===== src/rtl/gemm_tile_sched.sv =====
// gemm_tile_sched
//   Sequencer for the bit-serial distributed-arithmetic GEMM engine.
//   For each output tile it walks K: it fetches operand tiles, runs the
//   engine for M*DATA_WIDTH_A cycles per K-tile (bias only on K-tile 0),
//   captures one result per row CAP_LAT cycles after the row's last bit,
//   accumulates across K-tiles, then streams the finished rows out.
//
// Ports
//   clk, rst                  clock, synchronous active-low reset
//   start, cfg_*_tiles        job start and tile counts (0 treated as 1)
//   busy, done                job status, done is a one-cycle pulse
//   op_req, op_*_tile         operand fetch request and tile indices
//   op_valid                  operands presented to the engine
//   gen_done, bias_en         engine advance enable and bias select
//   eng_out                   engine result, N lanes, lane 0 in the LSBs
//   res_valid/res_ready       result row handshake
//   res_data, res_row,        accumulated row, global row index,
//   res_col_tile              column-tile index
//
// Optional: define GEMM_TILE_SCHED_PERF_EN to add perf_run_cycles and
//   perf_stall_cycles (32-bit, saturating, cleared at start and reset).
module gemm_tile_sched #(
  parameter int DATA_WIDTH_A      = 8,
  parameter int DATA_WIDTH_output = 8,
  parameter int M                 = 2,
  parameter int N                 = 4,
  parameter int ACC_WIDTH         = 24,
  parameter int CAP_LAT           = 1,
  parameter int CNT_W             = 16
) (
  input  logic                           clk,
  input  logic                           rst,
  input  logic                           start,
  input  logic [CNT_W-1:0]               cfg_row_tiles,
  input  logic [CNT_W-1:0]               cfg_col_tiles,
  input  logic [CNT_W-1:0]               cfg_k_tiles,
  output logic                           busy,
  output logic                           done,
  output logic                           op_req,
  output logic [CNT_W-1:0]               op_row_tile,
  output logic [CNT_W-1:0]               op_col_tile,
  output logic [CNT_W-1:0]               op_k_tile,
  input  logic                           op_valid,
  output logic                           gen_done,
  output logic                           bias_en,
  input  logic [N*DATA_WIDTH_output-1:0] eng_out,
  output logic                           res_valid,
  input  logic                           res_ready,
  output logic [N*ACC_WIDTH-1:0]         res_data,
  output logic [CNT_W-1:0]               res_row,
  output logic [CNT_W-1:0]               res_col_tile
`ifdef GEMM_TILE_SCHED_PERF_EN
  ,
  output logic [31:0]                    perf_run_cycles,
  output logic [31:0]                    perf_stall_cycles
`endif
);

  localparam int BIT_W = (DATA_WIDTH_A > 1) ? $clog2(DATA_WIDTH_A) : 1;
  localparam int M_W   = (M > 1) ? $clog2(M) : 1;
  localparam int FL_W  = $clog2(CAP_LAT + 1);
  localparam logic [BIT_W-1:0] BIT_LAST = BIT_W'(DATA_WIDTH_A - 1);
  localparam logic [M_W-1:0]   M_LAST   = M_W'(M - 1);
  localparam logic [FL_W-1:0]  FL_LAST  = FL_W'(CAP_LAT - 1);
  localparam logic [CNT_W-1:0] M_CNT    = CNT_W'(M);

  typedef enum logic [2:0] {S_IDLE, S_LOAD, S_RUN, S_FLUSH, S_DRAIN, S_DONE} state_t;

  function automatic logic [CNT_W-1:0] last_of(input logic [CNT_W-1:0] v);
    return (v == '0) ? '0 : v - CNT_W'(1);
  endfunction

  state_t                  r_state;
  logic [CNT_W-1:0]        r_row_last, r_col_last, r_k_last;
  logic [CNT_W-1:0]        r_row_tile, r_col_tile, r_k_tile;
  logic [BIT_W-1:0]        r_bit;
  logic [M_W-1:0]          r_m, r_drain_m;
  logic [FL_W-1:0]         r_flush_cnt;
  logic                    r_busy, r_done, r_op_req, r_gen_done, r_bias_en, r_res_valid;
  logic [N*ACC_WIDTH-1:0]  r_res_data;
  logic [CNT_W-1:0]        r_res_row, r_res_col_tile;
  logic [CAP_LAT-1:0]      r_cap_v;
  logic [M_W-1:0]          r_cap_m [CAP_LAT];
  logic signed [ACC_WIDTH-1:0] r_acc [M][N];

  logic                        w_strobe;
  logic signed [ACC_WIDTH-1:0] w_sext [N];

  // Last bit cycle of a row: its engine result is valid CAP_LAT cycles later.
  assign w_strobe = (r_state == S_RUN) && (r_bit == BIT_LAST);

  // NOTE: every variable assigned in always_comb gets a value on every path,
  // otherwise synthesis infers a latch.
  always_comb begin
    for (int n = 0; n < N; n++) begin
      w_sext[n] = ACC_WIDTH'($signed(eng_out[n*DATA_WIDTH_output +: DATA_WIDTH_output]));
    end
  end

  // NOTE: sequential state uses non-blocking assignments only, so every
  // register samples the values from before the clock edge.
  always_ff @(posedge clk) begin
    if (!rst) begin
      r_state        <= S_IDLE;
      r_row_last     <= '0;
      r_col_last     <= '0;
      r_k_last       <= '0;
      r_row_tile     <= '0;
      r_col_tile     <= '0;
      r_k_tile       <= '0;
      r_bit          <= '0;
      r_m            <= '0;
      r_drain_m      <= '0;
      r_flush_cnt    <= '0;
      r_busy         <= 1'b0;
      r_done         <= 1'b0;
      r_op_req       <= 1'b0;
      r_gen_done     <= 1'b0;
      r_bias_en      <= 1'b0;
      r_res_valid    <= 1'b0;
      r_res_data     <= '0;
      r_res_row      <= '0;
      r_res_col_tile <= '0;
    end else begin
      case (r_state)
        S_IDLE: begin
          if (start) begin
            r_row_last <= last_of(cfg_row_tiles);
            r_col_last <= last_of(cfg_col_tiles);
            r_k_last   <= last_of(cfg_k_tiles);
            r_row_tile <= '0;
            r_col_tile <= '0;
            r_k_tile   <= '0;
            r_busy     <= 1'b1;
            r_op_req   <= 1'b1;
            r_state    <= S_LOAD;
          end
        end
        S_LOAD: begin
          if (op_valid) begin
            r_op_req   <= 1'b0;
            r_gen_done <= 1'b1;
            r_bias_en  <= (r_k_tile == '0);
            r_bit      <= '0;
            r_m        <= '0;
            r_state    <= S_RUN;
          end
        end
        S_RUN: begin
          if (r_bit == BIT_LAST) begin
            r_bit <= '0;
            if (r_m == M_LAST) begin
              r_m         <= '0;
              r_gen_done  <= 1'b0;
              r_bias_en   <= 1'b0;
              r_flush_cnt <= '0;
              r_state     <= S_FLUSH;
            end else begin
              r_m <= r_m + M_W'(1);
            end
          end else begin
            r_bit <= r_bit + BIT_W'(1);
          end
        end
        S_FLUSH: begin
          // The last row is captured on the same edge that leaves FLUSH.
          if (r_flush_cnt == FL_LAST) begin
            r_flush_cnt <= '0;
            if (r_k_tile == r_k_last) begin
              r_drain_m <= '0;
              r_state   <= S_DRAIN;
            end else begin
              r_k_tile <= r_k_tile + CNT_W'(1);
              r_op_req <= 1'b1;
              r_state  <= S_LOAD;
            end
          end else begin
            r_flush_cnt <= r_flush_cnt + FL_W'(1);
          end
        end
        S_DRAIN: begin
          // Load a row while res_valid is low; drop valid only after a handshake.
          if (!r_res_valid) begin
            r_res_valid <= 1'b1;
            for (int n = 0; n < N; n++) begin
              r_res_data[n*ACC_WIDTH +: ACC_WIDTH] <= r_acc[r_drain_m][n];
            end
            r_res_row      <= r_row_tile * M_CNT + CNT_W'(r_drain_m);
            r_res_col_tile <= r_col_tile;
          end else if (res_ready) begin
            r_res_valid <= 1'b0;
            if (r_drain_m == M_LAST) begin
              r_drain_m <= '0;
              r_k_tile  <= '0;
              if (r_col_tile == r_col_last) begin
                r_col_tile <= '0;
                if (r_row_tile == r_row_last) begin
                  r_row_tile <= '0;
                  r_busy     <= 1'b0;
                  r_done     <= 1'b1;
                  r_state    <= S_DONE;
                end else begin
                  r_row_tile <= r_row_tile + CNT_W'(1);
                  r_op_req   <= 1'b1;
                  r_state    <= S_LOAD;
                end
              end else begin
                r_col_tile <= r_col_tile + CNT_W'(1);
                r_op_req   <= 1'b1;
                r_state    <= S_LOAD;
              end
            end else begin
              r_drain_m <= r_drain_m + M_W'(1);
            end
          end
        end
        S_DONE: begin
          r_done  <= 1'b0;
          r_state <= S_IDLE;
        end
        default: r_state <= S_IDLE;
      endcase
    end
  end

  // Capture pipeline and per-row accumulators.
  // NOTE: the accumulator array is reset explicitly so a job after reset
  // never sees partial sums from an aborted one.
  always_ff @(posedge clk) begin
    if (!rst) begin
      r_cap_v <= '0;
      for (int i = 0; i < CAP_LAT; i++) r_cap_m[i] <= '0;
      for (int m = 0; m < M; m++) begin
        for (int n = 0; n < N; n++) r_acc[m][n] <= '0;
      end
    end else begin
      r_cap_v[0] <= w_strobe;
      r_cap_m[0] <= r_m;
      for (int i = 1; i < CAP_LAT; i++) begin
        r_cap_v[i] <= r_cap_v[i-1];
        r_cap_m[i] <= r_cap_m[i-1];
      end
      if (r_cap_v[CAP_LAT-1]) begin
        for (int n = 0; n < N; n++) begin
          if (r_k_tile == '0) r_acc[r_cap_m[CAP_LAT-1]][n] <= w_sext[n];
          else r_acc[r_cap_m[CAP_LAT-1]][n] <= r_acc[r_cap_m[CAP_LAT-1]][n] + w_sext[n];
        end
      end
    end
  end

`ifdef GEMM_TILE_SCHED_PERF_EN
  logic [31:0] r_perf_run, r_perf_stall;
  logic        w_stall;
  assign w_stall = ((r_state == S_LOAD) && !op_valid) ||
                   ((r_state == S_DRAIN) && r_res_valid && !res_ready);

  always_ff @(posedge clk) begin
    if (!rst || ((r_state == S_IDLE) && start)) begin
      r_perf_run   <= '0;
      r_perf_stall <= '0;
    end else begin
      if (r_gen_done && (r_perf_run != '1)) r_perf_run <= r_perf_run + 32'd1;
      if (w_stall && (r_perf_stall != '1)) r_perf_stall <= r_perf_stall + 32'd1;
    end
  end

  assign perf_run_cycles   = r_perf_run;
  assign perf_stall_cycles = r_perf_stall;
`endif

  assign busy         = r_busy;
  assign done         = r_done;
  assign op_req       = r_op_req;
  assign op_row_tile  = r_row_tile;
  assign op_col_tile  = r_col_tile;
  assign op_k_tile    = r_k_tile;
  assign gen_done     = r_gen_done;
  assign bias_en      = r_bias_en;
  assign res_valid    = r_res_valid;
  assign res_data     = r_res_data;
  assign res_row      = r_res_row;
  assign res_col_tile = r_res_col_tile;

endmodule


===== config.mk =====
export PLATFORM = sky130hd
export DESIGN_NAME = gemm_tile_sched
export DESIGN_NICKNAME = d
export VERILOG_FILES = /design/src/rtl/gemm_tile_sched.sv
export SDC_FILE = /design/constraint.sdc
export NUM_CORES = 1
export LEC_CHECK = 0
export ABC_AREA = 1
export CAP_MARGIN = 30
export CORE_UTILIZATION = 63
export DETAILED_ROUTE_END_ITERATION = 10
export GPL_TIMING_DRIVEN = 0
export PLACE_DENSITY = 0.87
export SLEW_MARGIN = 20
export SYNTH_ARGS = -nofsm -noshare
export SYNTH_HDL_FRONTEND = slang
export SYNTH_SLANG_ARGS = --single-unit

===== constraint.sdc =====
create_clock -name clk -period 9.1 [get_ports clk]
set_input_delay 2.73 -clock clk [delete_from_list [all_inputs] [get_ports clk]]
set_output_delay 2.73 -clock clk [all_outputs]
set_load 0.01 [all_outputs]

==> results of run 1 <==
## logic make-up after synthesis
| family | after synthesis | share of synthesized area [%] |
|---|---|---|
| XOR/XNOR | 109 | 3.51 |
| adder cells (fa/ha/maj) | 105 | 4.95 |
| buffers and inverters | 697 | 10.1 |
| AO/OA/AOI/OAI | 656 | 12.8 |
| flip-flops | 432 | 38.9 |
| AND/OR/NAND/NOR | 1969 | 29.7 |
## where the power goes
group / total [W] / switching [W] / leakage (nW) / internal [W]
sequential: 0.00216 / 0.0000644 / 3.92 / 0.00210
clock: 0.00192 / 0.000797 / 0.742 / 0.00112
combinational: 0.00115 / 0.000762 / 9.72 / 0.000383
total: 0.00522 / 0.00162 / 14.4 / 0.00360
## final timing paths
kind	depth (start not counted)	endpoint	slack, ns	startpoint
hold / removal	2	r_cap_m[0]	0.46	r_m
setup reg to reg	19	r_acc[0][38]	4.29	r_cap_m[0]
hold reg to reg	2	r_cap_m[0]	0.46	r_m
setup / recovery	8	r_acc[1][15]	3.53	rst
## layout by cell type, fill, tap and decap left out, types with 5 or more instances in the layout
master           instances
clkbuf_1               106
o21bai_1                 9
xor2_1                  72
edfxtp_1               192
a21oi_1                240
clkbuf_16               47
buf_2                   43
inv_1                  526
nand2_2                  7
nor2_1                 392
buf_6                    6
buf_4                    5
nand4_1                 54
inv_2                   17
or2_2                   14
dfxtp_1                240
xnor2_1                 37
a31oi_1                102
clkinv_2                 5
nor4_1                   5
bufinv_16                5
nor3_1                  57
clkdlybuf4s50_1        265
nand2_1               1215
and2_1                   5
nand2_4                  5
nand3_1                193
ha_1                   101
o21ai_0                285
nor2_2                   6
## per-stage QoR
step	power [W]	hold slack [ns]	instance area, sq um	instances	setup WS [ns]
2_1_floorplan	0.00297	0.412	27200	3968	3.05
3_3_place_gp	0.00329	0.443	30500	4772	0.470
3_5_place_dp	0.00331	0.444	30600	4778	3.03
4_1_cts	0.00520	0.456	32100	4863	3.65
5_1_grt	0.00544	0.486	32100	4863	3.50
6_report	0.00522	0.458	32100	4863	3.53
## sequential cells by signal, indices dropped and copies added (netlist names), 3 cells and up
signal	flops
op_col_tile	16
r_state	3
r_row_last	16
res_data	96
op_row_tile	16
r_bit	3
r_k_last	16
res_col_tile	16
res_row	16
r_col_last	16
r_acc	192
op_k_tile	16
## worst max-delay path: stages
cell,delay [ns]
buf_2,0.40
nand2_2,0.42
inv_2,0.32
buf_2,0.47
nand2_1,0.19
clkbuf_1,0.38
nand2_4,0.55
buf_16,0.30
## cell type report
type	count	area [sq um]	share of cell area [%]
plain buffers	153	696	2.16
clock buffers	64	1260	3.92
clock inverters	21	267	0.829
inverters	544	2040	6.35
multi-input cells	2839	13900	43.1
flip-flops and latches	432	10600	32.9
well taps	539	674	2.10
repair buffers	271	2770	8.60
## metal layers
| metal | share of wire, % | global-route usage (%) |
|---|---|---|
| met3 | 9.2 | 5.87 |
| met1 | 40 | 50.4 |
| met4 | 5.6 | 21.4 |
| met2 | 45 | 63.9 |
| met5 | 0 | 0 |
==> metrics.md, run 1 <==
| Metric | Value |
|---|---|
| Clock buffer depth | `3` |
| CTS tree | `done` |
| Synth-to-Final Area Change | `18.3%` |
| Setup crit end kind | `register` |
| Fin nets | `4477` |
| Maximum vdd drop | `0.000178 V` |
| Number of buffers created by CTS | `46` |
| Worst Path Required | `9.38 ns` |
| Core ar. | `42200 sq um` |
| Die ar. | `43900 sq um` |
| Share of layout cells above drive strength 1 | `4.56%` |
| Synth top cells by count | `nand2_1, inv_1, nor2_1` |
| Post-DR wirelength/cell | `18.0 microns` |
| Drt via density | `5.71` |
| Most common cell in the netlist | `nand2_1` |
| Post-synth EDFFs | `192` |
| Share of the synthesized area in the top cell type | `21.2%` |
| Post-route ant nets | `0` |
| Fmax | `0.179 GHz` |
| Final clock skew | `0.0308 ns` |
| Mapped Cells | `3968` |
| Hpwl dp | `65100 microns` |
| Total gr overflow | `0` |
| Yosys cell types | `49` |
| DR pass1 iterations | `6` |
| ANT cells | `0` |
| Clock latency at the later pin of the worst-skew pair | `0.60 ns` |
| Num Clock Sinks | `432` |
| Yosys warns | `0` |
| Die Y | `210 microns` |
| Slew margin rel. | `32.2%` |
| Share of the clock period used by the worst path | `61.2%` |
| Sum Neg Setup Slack | `0 ns` |
| DRT iter0 DRCs | `2778` |
| Max Cap Viol | `0` |
| Clock transition at the registers of the reported paths | `0.06 ns` |
| Worst hold path class | `register to register` |
| First-pass GRT wire length | `136000 microns` |
| Post-synth ARST share | `0%` |
| Cell accounting for the most synthesized area | `edfxtp_1` |
| Initial Util | `64.3%` |
| Post-layout util | `76.1%` |
| Vias in the first global route | `25800` |
| Crit Path Max Fanout | `40` |
| Postcts setup bufs | `0` |
| # fillers | `3346` |
| Crit Path Category | `primary input to register` |
| H-tree depth | `2` |
| Flops & latches, synth | `432` |
| Syn_area_per_cell | `6.85 sq um` |
| Worst-Margin Slew | `1.02 ns` |
| Initial antenna violation count | `0` |
| Hold Vio Cnt, Final | `0` |
| CP Launch Type | `primary input` |
| Post-CTS Resized | `0` |
| Crit path arrival time | `5.85 ns` |
| CTS root buf | `clkbuf_16` |
| Post-CTS Hold Buffers | `0` |
| # setup viols final | `0` |
| Leak | `14.4 nW` |
| Port Buffers | `265` |
| Seq/Total Area, Yosys | `38.9%` |
| Cell area after synthesis | `27200 sq um` |
| Largest net degree at the start of global routing | `41` |
| Area contributors post-synth | `edfxtp_1, dfxtp_1, nand2_1` |
| Die width | `210 microns` |
| Total wire length | `87500 microns` |
| DR DRC count | `0` |
| Syn nets | `4158` |
| Ys flop type | `dfxtp_1` |
| Number of cell rows | `75` |
| IO Pins | `267` |
| Gr usage total | `39.3%` |
| Status | `complete, no violations` |
| Routability Congestion | `1.00` |
| Final Critical Period | `5.57 ns` |
| Pwr Density | `163 nW/um^2` |
| RSZ-0062 raised after global routing | `false` |
| Slew Viols, Final | `0` |
| Via count | `27800` |
Power figures use the tool's default switching activity.
==> run 2: changes to the inputs <==
--- a/config.mk
+++ b/config.mk
@@ -7,10 +7,10 @@
 export LEC_CHECK = 0
 export ABC_AREA = 1
 export CAP_MARGIN = 30
-export CORE_UTILIZATION = 63
+export CORE_UTILIZATION = 53
 export DETAILED_ROUTE_END_ITERATION = 10
 export GPL_TIMING_DRIVEN = 0
-export PLACE_DENSITY = 0.87
+export PLACE_DENSITY = 0.78
 export SLEW_MARGIN = 20
 export SYNTH_ARGS = -nofsm -noshare
 export SYNTH_HDL_FRONTEND = slang
==> constraint.sdc (replaced) <==
create_clock -name clk -period 4.7 [get_ports clk]
set_input_delay 1.41 -clock clk [delete_from_list [all_inputs] [get_ports clk]]
set_output_delay 1.41 -clock clk [all_outputs]
set_load 0.01 [all_outputs]
==> run 2 against run 1 <==
Critical endpoint is now r_acc[1][62]. Total power grew 94%. Clock skew shrank 0.0077 ns. Sequential share of layout area shrank 0.16 points. Sequential power grew 94%. Critical path type is now register to register. Utilization shrank 12 points. Highest routed layer is now met5. Final area grew 0.48%. Register-to-register slack lost 3.9 ns. Combinational power grew 90%.
==> metrics.md, run 2 (synthesized netlist as in run 1, its figures left out) <==
| Metric | Value |
|---|---|
| Met2 wire len | `40100 microns (+0.95%)` |
| Routability Congestion | `0.990 (-1.2%)` |
| Largest net degree at the start of global routing | `72 (+76%)` |
| PnR Total Power | `0.0101 W (+94%)` |
| Slew Viols, Final | `0 (unchanged)` |
| Die ar. | `52200 sq um (+19%)` |
| Clock transition at the registers of the reported paths | `0.06 ns (about the same)` |
| Synth-to-Final Area Change | `18.9%` |
| Critical path's most frequent cell | `nand2_1` |
| Number of buffers created by CTS | `47 (+2.2%)` |
| Worst path max stage delay | `0.47 ns (-0.08 ns)` |
| # setup viols final | `0 (unchanged)` |
| Crit path arrival time | `4.65 ns (-1.20 ns)` |
| Die Y | `228 microns (+8.9%)` |
| Clock latency at the later pin of the worst-skew pair | `0.61 ns (about the same)` |
| Fmax | `0.230 GHz` |
| DR pass1 iterations | `6 (unchanged)` |
| Commonest cells after routing, fill and taps aside | `nand2_1, inv_1, nor2_1` |
| Hold Crit Depth | `2 (unchanged)` |
| Slew margin rel. | `32.0% (-0.18 points)` |
| Post-route ant nets | `0 (unchanged)` |
| Final clock skew | `0.0231 ns (-0.00772 ns)` |
| Clock buffer depth | `3 (unchanged)` |
| Setup crit end kind | `register` |
| Postcts setup bufs | `0 (unchanged)` |
| Hold Vio Cnt, Final | `0 (unchanged)` |
| WL met3 | `6790 microns (-16%)` |
| Fin nets | `4475 (-0.045%)` |
| Maximum vdd drop | `0.000301 V (+69%)` |
| Worst hold path class | `register to register` |
| DR DRC count | `0 (unchanged)` |
| Pwr Density | `314 nW/um^2 (+93%)` |
| Vias in the first global route | `25400 (-1.5%)` |
| Number of cell rows | `82 (+9.3%)` |
| Sum Neg Setup Slack | `0 ns (unchanged)` |
| Post-CTS Hold Buffers | `0 (unchanged)` |
| Met1 wire length | `36100 microns (+3.7%)` |
| Status | `complete, no violations` |
| Most common cell after layout, fill and taps aside | `nand2_1` |
| Core ar. | `50400 sq um (+19%)` |
| Crit Path Max Fanout | `10 (-75%)` |
| Worst-Margin Slew | `1.02 ns (+0.00267 ns)` |
| Crit Path Category | `register to register` |
| DR top layer | `met5` |
| Post-DR wirelength/cell | `17.4 microns (-3.2%)` |
| RSZ-0062 raised after global routing | `false` |
| First-pass GRT wire length | `135000 microns (-0.46%)` |
| Fin cells | `4996 (+2.7%)` |
| Post-CTS Resized | `0 (unchanged)` |
| Initial Util | `53.9% (-10 points)` |
| Initial antenna violation count | `1 (+1)` |
| Top reg by flops | `r_acc` |
| IO Pins | `267 (unchanged)` |
| Worst reg2reg path depth | `19 (unchanged)` |
| Drt via density | `5.44 (-4.8%)` |
| CTS tree | `done` |
| Total gr overflow | `0 (unchanged)` |
| CP Launch Type | `register` |
| ANT cells | `0 (unchanged)` |
| Gr usage total | `32.8% (-6.5 points)` |
| Worst-path cell chain | `buf_2, buf_2, clkbuf_2, clkbuf_1, nand2_1, o21ai_0, ha_1, inv_1, fa_1, inv_1, nand3_1, nand3_1, nand2_1, nand2_1, nand3_1, nand2_1, nand2_1, a21oi_1, nor2_1` |
| Share of layout cells above drive strength 1 | `4.56% (unchanged)` |
| Hpwl dp | `65600 microns (+0.70%)` |
| CTS root buf | `clkbuf_16` |
| DRT iter0 DRCs | `2174 (-22%)` |
| Leak | `14.4 nW (unchanged)` |
| Number of flip-flops in the largest register | `192 (unchanged)` |
| Max Cap Viol | `0 (unchanged)` |
| Final Critical Period | `4.34 ns` |
| Via count | `27200 (-2.2%)` |
| Inst Count DP | `4908 (+2.7%)` |
| Die width | `228 microns (+8.9%)` |
| H-tree depth | `2 (unchanged)` |
| Share of the clock period used by the worst path | `92.3%` |
| Num Clock Sinks | `432 (unchanged)` |
| Post-layout util | `64.1% (-12 points)` |
| Port Buffers | `265 (unchanged)` |
| CP max-delay cell | `clkbuf_1` |
| Worst Path Required | `5.01 ns (-4.37 ns)` |
| Total wire length | `87000 microns (-0.60%)` |
run 2: changes by cell type in the layout (fill, tap and decap cells not counted), sizes merged:
cell / delta
clkinvlp: -1
clkbuf: +4
inv: -2
buf: -3
bufinv: -1
clkinv: +3
run 2: worst max-delay path: cells and delay by family (launching register included):
family          cells  cell delay, ns
compound gates      2            0.29
fa+ha+maj           2            0.69
buf+inv             6            1.83
flops               1            0.30
simple gates        9            0.91
run 2: final timing paths:
check	startpoint	to	slack, ns
setup / recovery	r_cap_m[0]	r_acc[1][62]	0.36
hold / removal	op_req	op_req	0.45
setup reg to reg	r_cap_m[0]	r_acc[1][62]	0.36
hold reg to reg	op_req	op_req	0.45
run 2: power by group:
group	internal [W]	switching, W	total [W]
Clock	0.00220	0.00156	0.00376
Sequential	0.00406	0.000120	0.00418
Combinational	0.000736	0.00146	0.00219
Total	0.00700	0.00313	0.0101
run 2: per-stage QoR:
stage	worst slack, ns	area (sq um)	hold slack (ns)
5_1_grt	0.0111	32300	0.471
4_1_cts	0.153	32300	0.447
2_1_floorplan	0.335	27200	0.412
3_5_place_dp	-0.132	30700	0.438
6_report	0.360	32300	0.448
3_3_place_gp	-2.03	30700	0.433
run 2: cell type report:
| class | count | area [sq um] |
|---|---|---|
| fill | 4684 | 18100 |
| multi-input combinational | 2839 | 13900 |
| sequential | 432 | 10600 |
| timing repair buffer | 268 | 2720 |
| inverter | 544 | 2040 |
| clock buffer | 68 | 1340 |
| tap | 672 | 841 |
| buffer | 153 | 697 |
| clock inverter | 20 | 216 |
run 2: layer usage:
metal,GRT usage [%],vias to the layer above
li1,-,13500
met1,41.4,12400
met2,54.8,1052
met3,5.41,206
met4,14.8,2
met5,0,-
==> run 3: changes to the inputs <==
--- a/config.mk
+++ b/config.mk
@@ -7,10 +7,10 @@
 export LEC_CHECK = 0
 export ABC_AREA = 1
 export CAP_MARGIN = 30
-export CORE_UTILIZATION = 53
+export CORE_UTILIZATION = 59
 export DETAILED_ROUTE_END_ITERATION = 10
 export GPL_TIMING_DRIVEN = 0
-export PLACE_DENSITY = 0.78
+export PLACE_DENSITY = 0.82
 export SLEW_MARGIN = 20
 export SYNTH_ARGS = -nofsm -noshare
 export SYNTH_HDL_FRONTEND = slang
==> constraint.sdc (replaced) <==
create_clock -name clk -period 4.2 [get_ports clk]
set_input_delay 1.26 -clock clk [delete_from_list [all_inputs] [get_ports clk]]
set_output_delay 1.26 -clock clk [all_outputs]
set_load 0.01 [all_outputs]
==> run 3 against run 2 <==
Final cell count fell by 1.4%. First-iteration DRC count up 17%. Sequential power rose by 12%. Sequential share of layout area about the same. Die area decreased by 10%. Highest routed layer is now met4. Critical path depth fell by 11. Routed wire length rose by 0.71%.
==> metrics.md, run 3 (synthesized netlist as in run 1, its figures left out) <==
| Metric | Value |
|---|---|
| Initial antenna violation count | `1 (unchanged)` |
| Die Y | `217 microns (-5.2%)` |
| Finished Cell Area | `32300 sq um (+0.15%)` |
| Commonest cells after routing, fill and taps aside | `nand2_1, inv_1, nor2_1` |
| Initial Util | `59.9% (+5.9 points)` |
| Share of layout cells above drive strength 1 | `4.79% (+0.23 points)` |
| Core ar. | `45400 sq um (-9.9%)` |
| Most common cell after layout, fill and taps aside | `nand2_1` |
| Num Clock Sinks | `432 (unchanged)` |
| Hpwl dp | `64800 microns (-1.2%)` |
| GRT met1 Usage | `46.8% (+5.4 points)` |
| Top reg by flops | `r_acc` |
| Final Critical Period | `4.16 ns` |
| Worst-path cell chain | `buf_2, nand2_2, inv_2, buf_2, nand2_1, clkbuf_1, nand2_4, buf_12` |
| Post-route ant nets | `0 (unchanged)` |
| Post-DR wirelength/cell | `17.8 microns (+2.2%)` |
| Met3 track demand over resource | `5.33% (-0.081 points)` |
| Worst-Margin Slew | `0.957 ns (-0.0627 ns)` |
| IO Pins | `267 (unchanged)` |
| Worst path max stage delay | `0.58 ns (+0.11 ns)` |
| Crit path arrival time | `4.43 ns (-0.22 ns)` |
| Crit Path Max Fanout | `39 (+29)` |
| # setup viols final | `0 (unchanged)` |
| Number of flip-flops in the largest register | `192 (unchanged)` |
| Fin nets | `4475 (unchanged)` |
| Via count | `27500 (+1.1%)` |
| Setup crit end kind | `register` |
| Clock latency at the later pin of the worst-skew pair | `0.60 ns (about the same)` |
| CP Launch Type | `primary input` |
| First-pass GRT wire length | `136000 microns (+0.25%)` |
| Die ar. | `46900 sq um (-10%)` |
| # fillers | `3913 (-16%)` |
| Slew Viols, Final | `0 (unchanged)` |
| Drt via density | `5.58 (+2.6%)` |
| Post-CTS Hold Buffers | `0 (unchanged)` |
| Number of buffers created by CTS | `47 (unchanged)` |
| Crit Path Category | `primary input to register` |
| Share of the clock period used by the worst path | `99.1%` |
| Top Usage Layer GRT | `met2` |
| Largest net degree at the start of global routing | `66 (-8.3%)` |
| Cell class contributing the biggest share of worst-path delay | `buffers and inverters` |
| DR pass1 iterations | `5 (-1)` |
| Maximum vdd drop | `0.000367 V (+22%)` |
| Leak | `14.5 nW (+0.52%)` |
| Met2 Track Usage GR | `61.8% (+6.9 points)` |
| Register Area | `10600 sq um (unchanged)` |
| CTS root buf | `clkbuf_16` |
| Total wire length | `87600 microns (+0.71%)` |
| Clock buffer depth | `3 (unchanged)` |
| Gr usage total | `36.7% (+4.0 points)` |
| H-tree depth | `2 (unchanged)` |
| DR DRC count | `0 (unchanged)` |
| Sum Neg Setup Slack | `0 ns (unchanged)` |
| Worst Path Required | `4.47 ns (-0.54 ns)` |
| Placed cell area | `30700 sq um (-0.26%)` |
| Number of cell rows | `78 (-4.9%)` |
| Vias in the first global route | `25600 (+0.69%)` |
| Max Cap Viol | `0 (unchanged)` |
| Port Buffers | `265 (unchanged)` |
| CP Buf/Inv Count | `5 (-1)` |
| Final clock skew | `0.0132 ns (-0.00987 ns)` |
| CP max-delay cell | `nand2_4` |
| Total gr overflow | `0 (unchanged)` |
| Hold Vio Cnt, Final | `0 (unchanged)` |
| Synth-to-Final Area Change | `19.1%` |
| Critical path's most frequent cell | `buf_2` |
| Postcts setup bufs | `0 (unchanged)` |
| Routability Congestion | `0.998 (+0.88%)` |
| Worst hold path class | `register to register` |
| Slew margin rel. | `36.0% (+4.0 points)` |
| DRT iter0 DRCs | `2537 (+17%)` |
| Clock transition at the registers of the reported paths | `0.06 ns (about the same)` |
| Die width | `217 microns (-5.2%)` |
| Fmax | `0.240 GHz` |
| Multi-input logic area | `13900 sq um (unchanged)` |
| CTS tree | `done` |
| RSZ-0062 raised after global routing | `false` |
| Pwr Density | `362 nW/um^2 (+15%)` |
| Status | `complete, no violations` |
run 3: cell types whose count changed in the layout (fill, tap and decap cells not counted), sizes merged:
cell and delta:
bufinv +6, clkbuf -6, buf -1, clkinv +1, diode +1
run 3: cell type report:
cell class                 count  area share [%]
clock buffer                  61            3.93
sequential                   432            32.7
buffer                       152            2.17
tap                          600            2.32
multi-input combinational   2839            42.9
antenna                        1         0.00774
inverter                     544            6.31
clock inverter                27            1.25
timing repair buffer         269            8.43
run 3: path summary, 6_finish.rpt:
check,slack [ns],from,depth (start not counted),to
worst max-delay path,0.04,rst,8,r_acc[1][19]
worst min-delay path,0.46,r_m,2,r_cap_m[0]
worst min register to register,0.46,r_m,2,r_cap_m[0]
worst max register to register,0.35,r_cap_m[0],18,r_acc[0][39]
run 3: stage by stage:
step / hold slack, ns / utilization (%) / instances / worst slack (ns) / power, W
after floorplan: 0.412 / - / 3968 / 0.567 / 0.00642
after global routing: 0.478 / 71.3 / 4925 / 0.0689 / 0.0122
after detailed placement: 0.454 / 67.6 / 4837 / -0.490 / 0.00717
final: 0.463 / 71.3 / 4925 / 0.0371 / 0.0117
after global placement: 0.451 / 67.4 / 4833 / -1.36 / 0.00713
after CTS: 0.461 / 71.3 / 4925 / 0.0439 / 0.0117
run 3: worst register-to-register path: cells and delay by family (launching register included):
kind                       cells  cell delay, ns
and+or+nand+nor               10            1.29
DFF                            1            0.33
buffers and inverters          5            1.17
adders and majority gates      1            0.28
AOI/OAI and AO/OA              2            0.50
run 3: report_power, final:
part | switching [W] | internal [W]
registers | 0.000140 | 0.00455
clock network | 0.00179 | 0.00276
logic | 0.00164 | 0.000827
total | 0.00356 | 0.00813
run 3: timing repair:
item                       4_1_cts  5_1_grt
pin swaps                        0        0
resized for setup                5        4
setup endpoints to repair       89       44
run 3: metal layers:
layer	wire (microns)	share of wire (%)	vias up
li1	-	-	13500
met1	35400	40	12500
met2	40600	46	1275
met3	7550	8.6	214
met4	4080	4.7	0
met5	0	0	-
